`src/rtl/mux4_rr_arbiter.sv`:
```
//------------------------------------------------------------------------------
// Module      : mux4_rr_arbiter
// Description : Round-robin arbiter for four requesters sharing one 4:1 mux.
//               It issues registered one-hot grants, drives the mux select,
//               limits how long one requester may hold the grant while others
//               wait, and registers the selected input onto out_data.
// Revision    : 1.0 - initial release
//------------------------------------------------------------------------------
`default_nettype none

module mux4_rr_arbiter #(
  parameter int WIDTH    = 8,
  parameter int MAX_HOLD = 4
) (
  input  logic             clk,
  input  logic             rst_n,
  input  logic [3:0]       req,
  input  logic [WIDTH-1:0] in_a,
  input  logic [WIDTH-1:0] in_b,
  input  logic [WIDTH-1:0] in_c,
  input  logic [WIDTH-1:0] in_d,
  output logic [3:0]       gnt,
  output logic [1:0]       sel,
  output logic             busy,
  output logic             out_valid,
  output logic [WIDTH-1:0] out_data
);

  // Hold limit at counter width; the legal range 1..15 fits in 4 bits.
  localparam logic [3:0] HOLD_LIMIT = 4'(MAX_HOLD);

  typedef enum logic {
    IDLE  = 1'b0,
    GRANT = 1'b1
  } state_t;

  state_t     state;
  logic [1:0] ptr;
  logic [3:0] cnt;

  // Round-robin search: scan r from index start upward, wrapping modulo 4.
  // Returns {found, winner}.
  function automatic logic [2:0] rr_pick(input logic [3:0] r,
                                         input logic [1:0] start);
    logic [7:0] dbl;
    logic [3:0] rot;
    logic [2:0] res;
    dbl = {r, r};
    rot = dbl[start +: 4];
    res = 3'b000;
    // Walk downward so the lowest rotated offset (closest to start) wins.
    for (int k = 3; k >= 0; k--) begin
      if (rot[k]) begin
        res = {1'b1, start + 2'(k)};
      end
    end
    return res;
  endfunction

  logic [3:0]       sel_mask;
  logic [3:0]       req_others;
  logic [2:0]       idle_pick;
  logic [2:0]       rel_pick;
  logic             owner_dropped;
  logic             at_limit;
  logic             release_grant;
  logic [WIDTH-1:0] mux_data;

  // Decision terms for the current owner and both search cases.
  always_comb begin
    sel_mask      = 4'b0001 << sel;
    req_others    = req & ~sel_mask;
    idle_pick     = rr_pick(req, ptr);
    rel_pick      = rr_pick(req_others, sel + 2'd1);
    owner_dropped = ~|(req & sel_mask);
    at_limit      = (cnt == HOLD_LIMIT);
    // A drop and a limit expiry on the same edge resolve identically.
    release_grant = owner_dropped | (at_limit & (|req_others));
  end

  // The shared 4:1 multiplexer driven by the registered select.
  always_comb begin
    mux_data = in_a;
    case (sel)
      2'd0:    mux_data = in_a;
      2'd1:    mux_data = in_b;
      2'd2:    mux_data = in_c;
      2'd3:    mux_data = in_d;
      default: mux_data = in_a;
    endcase
  end

  // Arbitration FSM with registered grant, select, busy, pointer and counter.
  always_ff @(posedge clk or negedge rst_n) begin
    if (!rst_n) begin
      state <= IDLE;
      gnt   <= 4'b0000;
      sel   <= 2'd0;
      busy  <= 1'b0;
      ptr   <= 2'd0;
      cnt   <= 4'd0;
    end else begin
      case (state)
        IDLE: begin
          if (idle_pick[2]) begin
            state <= GRANT;
            gnt   <= 4'b0001 << idle_pick[1:0];
            sel   <= idle_pick[1:0];
            busy  <= 1'b1;
            cnt   <= 4'd1;
            ptr   <= idle_pick[1:0] + 2'd1;
          end else begin
            gnt   <= 4'b0000;
            busy  <= 1'b0;
          end
        end
        GRANT: begin
          if (release_grant) begin
            if (rel_pick[2]) begin
              // Back-to-back handover: no idle cycle between owners.
              gnt   <= 4'b0001 << rel_pick[1:0];
              sel   <= rel_pick[1:0];
              busy  <= 1'b1;
              cnt   <= 4'd1;
              ptr   <= rel_pick[1:0] + 2'd1;
            end else begin
              // Nobody else waiting: go idle, select keeps its last value.
              state <= IDLE;
              gnt   <= 4'b0000;
              busy  <= 1'b0;
            end
          end else if (!at_limit) begin
            cnt <= cnt + 4'd1;
          end
          // At the limit with no competition the counter saturates.
        end
        default: begin
          state <= IDLE;
          gnt   <= 4'b0000;
          busy  <= 1'b0;
        end
      endcase
    end
  end

  // Output register: captures the muxed source while a grant is active.
  always_ff @(posedge clk or negedge rst_n) begin
    if (!rst_n) begin
      out_valid <= 1'b0;
      out_data  <= '0;
    end else begin
      out_valid <= (state == GRANT);
      if (state == GRANT) begin
        out_data <= mux_data;
      end
    end
  end

endmodule

`default_nettype wire
```
`config.mk`:
```
export PLATFORM = sky130hd
export DESIGN_NAME = mux4_rr_arbiter
export DESIGN_NICKNAME = d
export VERILOG_FILES = /design/src/rtl/mux4_rr_arbiter.sv
export SDC_FILE = /design/constraint.sdc
export NUM_CORES = 1
export LEC_CHECK = 0
export CORE_UTILIZATION = 49
export CTS_CLUSTER_DIAMETER = 50
export DETAILED_ROUTE_END_ITERATION = 7
export HOLD_SLACK_MARGIN = 0.08
export PLACE_DENSITY_LB_ADDON = 0.05
export SETUP_SLACK_MARGIN = 0.1
export SYNTH_ARGS = -nofsm -noshare
export SYNTH_HDL_FRONTEND = slang
export SYNTH_SLANG_ARGS = --single-unit
export TNS_END_PERCENT = 50
```
`constraint.sdc`:
```
create_clock -name clk -period 5.1 [get_ports clk]
set_input_delay 1.275 -clock clk [delete_from_list [all_inputs] [get_ports clk]]
set_output_delay 1.275 -clock clk [all_outputs]
set_load 0.02 [all_outputs]
```
# Word level (Yosys, flattened, before mapping)
# Index checks and enable logic that the tools add are counted.
# word_totals
regBits	23
out_inout_bits	16
# op_classes
add_sub_neg	10
eq_ne	9
shift	5
mux	32
bitwise	6
n_reduce_logical	6
# ops
op	n
8-bit case mux with 4 select lines	1
4-bit 2-to-1 mux	7
3-bit 2-to-1 mux	8
4-bit case mux with 2 select lines	2
8-bit by 3-bit variable part select with 4-bit output	2
2-bit 2-to-1 mux	6
1-bit by 2-bit << shifter with 4-bit output, first input constant	3
2-bit by 1-bit adder with 2-bit output, second input constant	5
2-bit adder, second input constant	4
4-bit bitwise AND	2
2-bit case mux with 2 select lines	2
4-bit OR reduction	2
3-bit AND reduction	2
4-bit by 1-bit adder with 4-bit output, second input constant	1
2-bit equality test, second input constant	2
4-bit by 3-bit equality test with 1-bit output, second input constant	1
1-bit 2-to-1 mux	4
2-bit by 1-bit inequality test with 1-bit output, second input constant	2
4-bit inverter	1
1-bit case mux with 2 select lines	2
3-bit by 2-bit inequality test with 1-bit output, second input constant	1
3-bit inequality test, second input constant	1
2-bit by 1-bit equality test with 1-bit output, second input constant	1
2-bit zero test	1
5 further kinds	5

# Longest topological paths before layout
# logic_depth
depth_word	12
ltp_mapped	11
ltp_nobuf	8

# Least setup slack after synthesis
# No wires, ideal clock.
# synth_path
path_kind	in2reg
from	in req[0]
to	reg ptr[1]
setup_ns	0.134
arrival_time_ns	2.545
t_required_ns	4.966
setup_slack_ns	2.421
cell_stages	7
path_buffers	1
cell_sequence	a22o_1 > a221oi_2 > nor3b_2 > a211o_1 > buf_6 > a221oi_2 > a221oi_2
# synth_between
elab_chain_cells	10
elab_cells_between_ends	27
classes_between	add/sub (2); eq/ne (3); shift (2); mux (12); bitwise (4); reduce/logical (4)
# synth_rtl
item	line_no	rtl
from (decl)	17	input logic [3:0] req,
4-bit bitwise AND	72	req_others = req & ~sel_mask;
8-bit by 3-bit variable part select with 4-bit output	49	rot = dbl[start +: 4];
3-bit 2-to-1 mux (4 in series)	53	if (rot[k]) begin
2-bit by 1-bit adder with 2-bit output	125	ptr <= rel_pick[1:0] + 2'd1;
2-bit 2-to-1 mux	119	if (rel_pick[2]) begin
2-bit 2-to-1 mux	118	if (release_grant) begin
2-bit case mux with 2 select lines	103	case (state)
to (signal assigned)	111	ptr <= idle_pick[1:0] + 2'd1;
to (signal assigned)	125	
to (decl)	38	logic [1:0] ptr;
# Several ways; a longest one is shown, not always the timed one. The select of a mux whose other input is x is not followed.
# A chain may end at the register's enable or synchronous reset.

# Worst setup path in the final report
# layout_path
from	in req[3]
to	reg ptr[1]
# Same word-level chain as after synthesis.

==> metrics.md <==
| Metric | Value |
|---|---|
| CP Class | input pin to register |
| Sw frac | 45.5% |
| Synth cell types | 46 |
| Yosys top cell by area | dfrtp_1 |
| Fmax achieved | 315 MHz |
| Switching power total | approximately 0.00056 W |
| Number of global-route vias before repair | about 1.4k |
| Logic pwr share | between 60% and 70% |
| Root Buffer | clkbuf_4 |
| Total negative setup slack | 0 ps |
| Reg clk slew, reported paths | 130 ps |
| Slowest stage delay, CP | approximately 640 ps |
| Skew final | between 2 and 3 ps |
| DRC errors left | 0 |
| Area share of the largest cell type after synthesis | about 37% |
| Initial antenna violation count | 0 |
| P_int | 0.000668 W |
| Largest net degree at the start of global routing | 24 |
| Unrepaired setup endpoints after global routing | false |
| Setup violators final | 0 |
| Port Buffers | 53 |
| Post-synth EDFFs | 0 |
| # IOs | 54 |
| Sequential fraction of design power | 26.4% |
| Status | completed |
| Syn Nets | just over 200 |
| Hold Crit Class | register to register |
| N_diodes | 0 |
| Die area | 0.00341 mm^2 |
| Global-route wire length before repair | 6.74 mm |
| Maxcap violations | 0 |
| Starting Density | 51.5% |
| Hold buffers post-CTS | 0 |
| # clock sinks | 23 |
| Initial drt markers | 212 |
| WP data arrival | 3410 ps |
| Total Routing Usage GR | 26.5% |
| Worst r2r src | sel[0]$_DFFE_PN0P_ |
| CP top delay family | simple AND/OR/NAND/NOR gates |
| Core area | 0.00303 mm^2 |
| TritonCTS Buffers | 3 |
| GPL Wtd Cong | 0.912 |
| Mapped cell area | 0.00156 mm^2 |
| H-tree levels | 1 |
| Pre-antenna DRT Iters | 8 |
| Grt ovf | 0 |
| Worst-path cell chain | clkdlybuf4s50_1, nor4bb_1, a211oi_1, nor4_2, a32oi_1, a221oi_2 |
| Rel. slew slack | 29.2% |
| Routed wire length | 4.29 mm |
| Yosys reg bits | 23 |
| Critical Path Start Type | input pin |
| Mapped Avg Cell Area | ~9.6 um^2 |
| Nets | around 260 |
| WL per Instance | 16.8 um |
| Cell row count | 20 |
| Post-DP HPWL | 3.34 mm |
| Top FF cell, synth | dfrtp_1 |
| Reg2Reg Setup Slack | 2240 ps |
| Crit Path Max Fanout | 8 |
| Synthesis warning total | 0 |
| Dominant cells by area after synthesis | dfrtp_1, mux2_2, a222oi_1, ha_1, nand2_1 |
| Fraction of layout cells with a size suffix above 1 | about 11% |
| Setup crit end | ptr[1]$_DFFE_PN0P_ |
| Vias post-DR | 1,513 |
| Worst slew pin tran | 1060 ps |
| Ys async rst share | 100% |
| Cells after synthesis | 163 |
| Vias per cell | around 6 |
| Remaining antenna violation count | 0 |
| R2r endpoint | ptr[1]$_DFFE_PN0P_ |
| Post-layout util | 70.0% |
| Setup crit start | req[3] |
| Pwr/cell area | 578 mW/mm^2 |
| R2R depth | 8 |
| Post-CTS Setup Bufs | 0 |
| Final min period | 3180 ps |
| Fin. max-slew vios | 0 |
| Clock latency on the worst-skew pair | between 300 and 400 ps |
| Static Leakage | 0.867 nW |
| CTS tree | yes |
| Worst vdd ir | 0.329 mV |
| Slowest cell on the critical path | clkdlybuf4s50_1 |
| Layout area overhead | 35.9% |
| Clock power frac | under 10% |
| Die Height | 58.4 um |
| Levels on crit path | 6 |
| FILL cells | 227 |
| Seq/Total Area, Yosys | 36.9% |
| CP bufs+invs | 1 |
| Post_cts resized | 0 |
| Max clock buf depth | 2 |
| Die Width | 58.4 um |
| Critical Path RT | 5330 ps |
| Critical Path End Type | register |
| Final Hold Violating Endpoints | 0 |
| Period utilization | 62.3% |
[through the flow]
stage                     power (W)  instances  setup slack [ps]  instance area (um^2)  hold WS [ps]
after detailed placement    0.00114        251              1680                  2090           494
after floorplan            0.000893        163              2420                  1560           384
final                       0.00123        255              1920                  2120           518
after global routing        0.00131        255              1850                  2120           540
after CTS                   0.00123        255              2010                  2120           525
after global placement      0.00111        251              1730                  2090           479
[state kept, by name, indices dropped and copies added, names as in the netlist]
| name | count |
|---|---|
| gnt | 4 |
| busy | 1 |
| cnt | 4 |
| state | 1 |
| ptr | 2 |
| sel | 2 |
| out_valid | 1 |
| out_data | 8 |
[cells by family (layout without fill, tap and decap cells)]
| kind of cell | Yosys count | after routing | synth area share [%] |
|---|---|---|---|
| multiplexers | 10 | 10 | 7.22 |
| buffers and inverters | 15 | 63 | 4.90 |
| flip-flops | 23 | 23 | 36.9 |
| XOR/XNOR | 3 | 3 | 1.69 |
| AO/OA/AOI/OAI | 53 | 53 | 27.0 |
| AND/OR/NAND/NOR | 53 | 53 | 17.4 |
| adder cells (fa/ha/maj) | 6 | 6 | 4.82 |
[layout make-up]
cell class	instances	area, um^2	area share (%)
Multi-Input combinational cell	125	907	42.8
Sequential cell	23	576	27.2
Timing Repair Buffer	53	531	25.0
Tap cell	44	55.1	2.60
Clock buffer	3	22.5	1.06
Inverter	6	22.5	1.06
Clock inverter	1	5.00	0.236
[layer usage]
layer	track usage (%)	part of all wire, %
met1	33.3	42
met2	46.8	51
met3	4.84	6.2
met4	7.48	0.47
met5	0	0
[power groups by stage]
stage	registers (W)	logic (W)	clock network [W]
6_report	0.000323	0.000816	0.0000859
5_1_grt	0.000335	0.000886	0.0000932
4_1_cts	0.000324	0.000812	0.0000896
3_5_place_dp	0.000328	0.000808	0
3_3_place_gp	0.000323	0.000791	0
2_1_floorplan	0.000374	0.000519	0
[how the worst min path moves through the flow]
stage                                       start                       to  slack [ps]  cells past startpoint
after detailed placement       gnt[2]$_DFFE_PN0P_       gnt[2]$_DFFE_PN0P_         490                      2
after global routing      out_data[0]$_DFFE_PN0P_  out_data[0]$_DFFE_PN0P_         540                      1
final                          gnt[2]$_DFFE_PN0P_       gnt[2]$_DFFE_PN0P_         520                      2
after floorplan                   state$_DFF_PN0_      out_valid$_DFF_PN0_         380                      0
after global placement           busy$_DFFE_PN0P_         busy$_DFFE_PN0P_         480                      2
after CTS                      gnt[2]$_DFFE_PN0P_       gnt[2]$_DFFE_PN0P_         520                      2
[worst reg2reg max path, stage by stage, from the launching register on]
cell and delay, ps:
dfrtp_1 530, inv_1 200, ha_1 540, nand2b_1 240, a41oi_1 170, nor3b_2 440, a211o_1 340, a221oi_2 120
a221oi_2 210
[layout by cell type, fill, tap and decap left out, types with 3 or more instances in the layout]
cell | netlist | final
clkdlybuf4s50_1 | 0 | 53
a21oi_1 | 7 | 7
a211oi_1 | 5 | 5
o32a_1 | 3 | 3
mux2_2 | 10 | 10
ha_1 | 6 | 6
nand2_1 | 17 | 17
clkbuf_4 | 0 | 3
dfrtp_1 | 23 | 23
inv_1 | 5 | 5
a222oi_1 | 8 | 8
a221oi_2 | 3 | 3
o21ai_0 | 10 | 10
nor2_1 | 16 | 16
nand2b_1 | 6 | 6
[cell usage after synthesis, drive strengths merged (2+ instances only)]
cell	count
dfrtp	23
nand2	17
nor2	16
o21ai	12
mux2	10
a222oi	8
a21oi	7
nand2b	7
buf	6
ha	6
inv	6
a211oi	5
a221oi	3
clkbuf	3
o32a	3
a21o	2
a32o	2
and2b	2
nor2b	2
xor2	2
No activity file was read; power rests on OpenSTA's default activity.
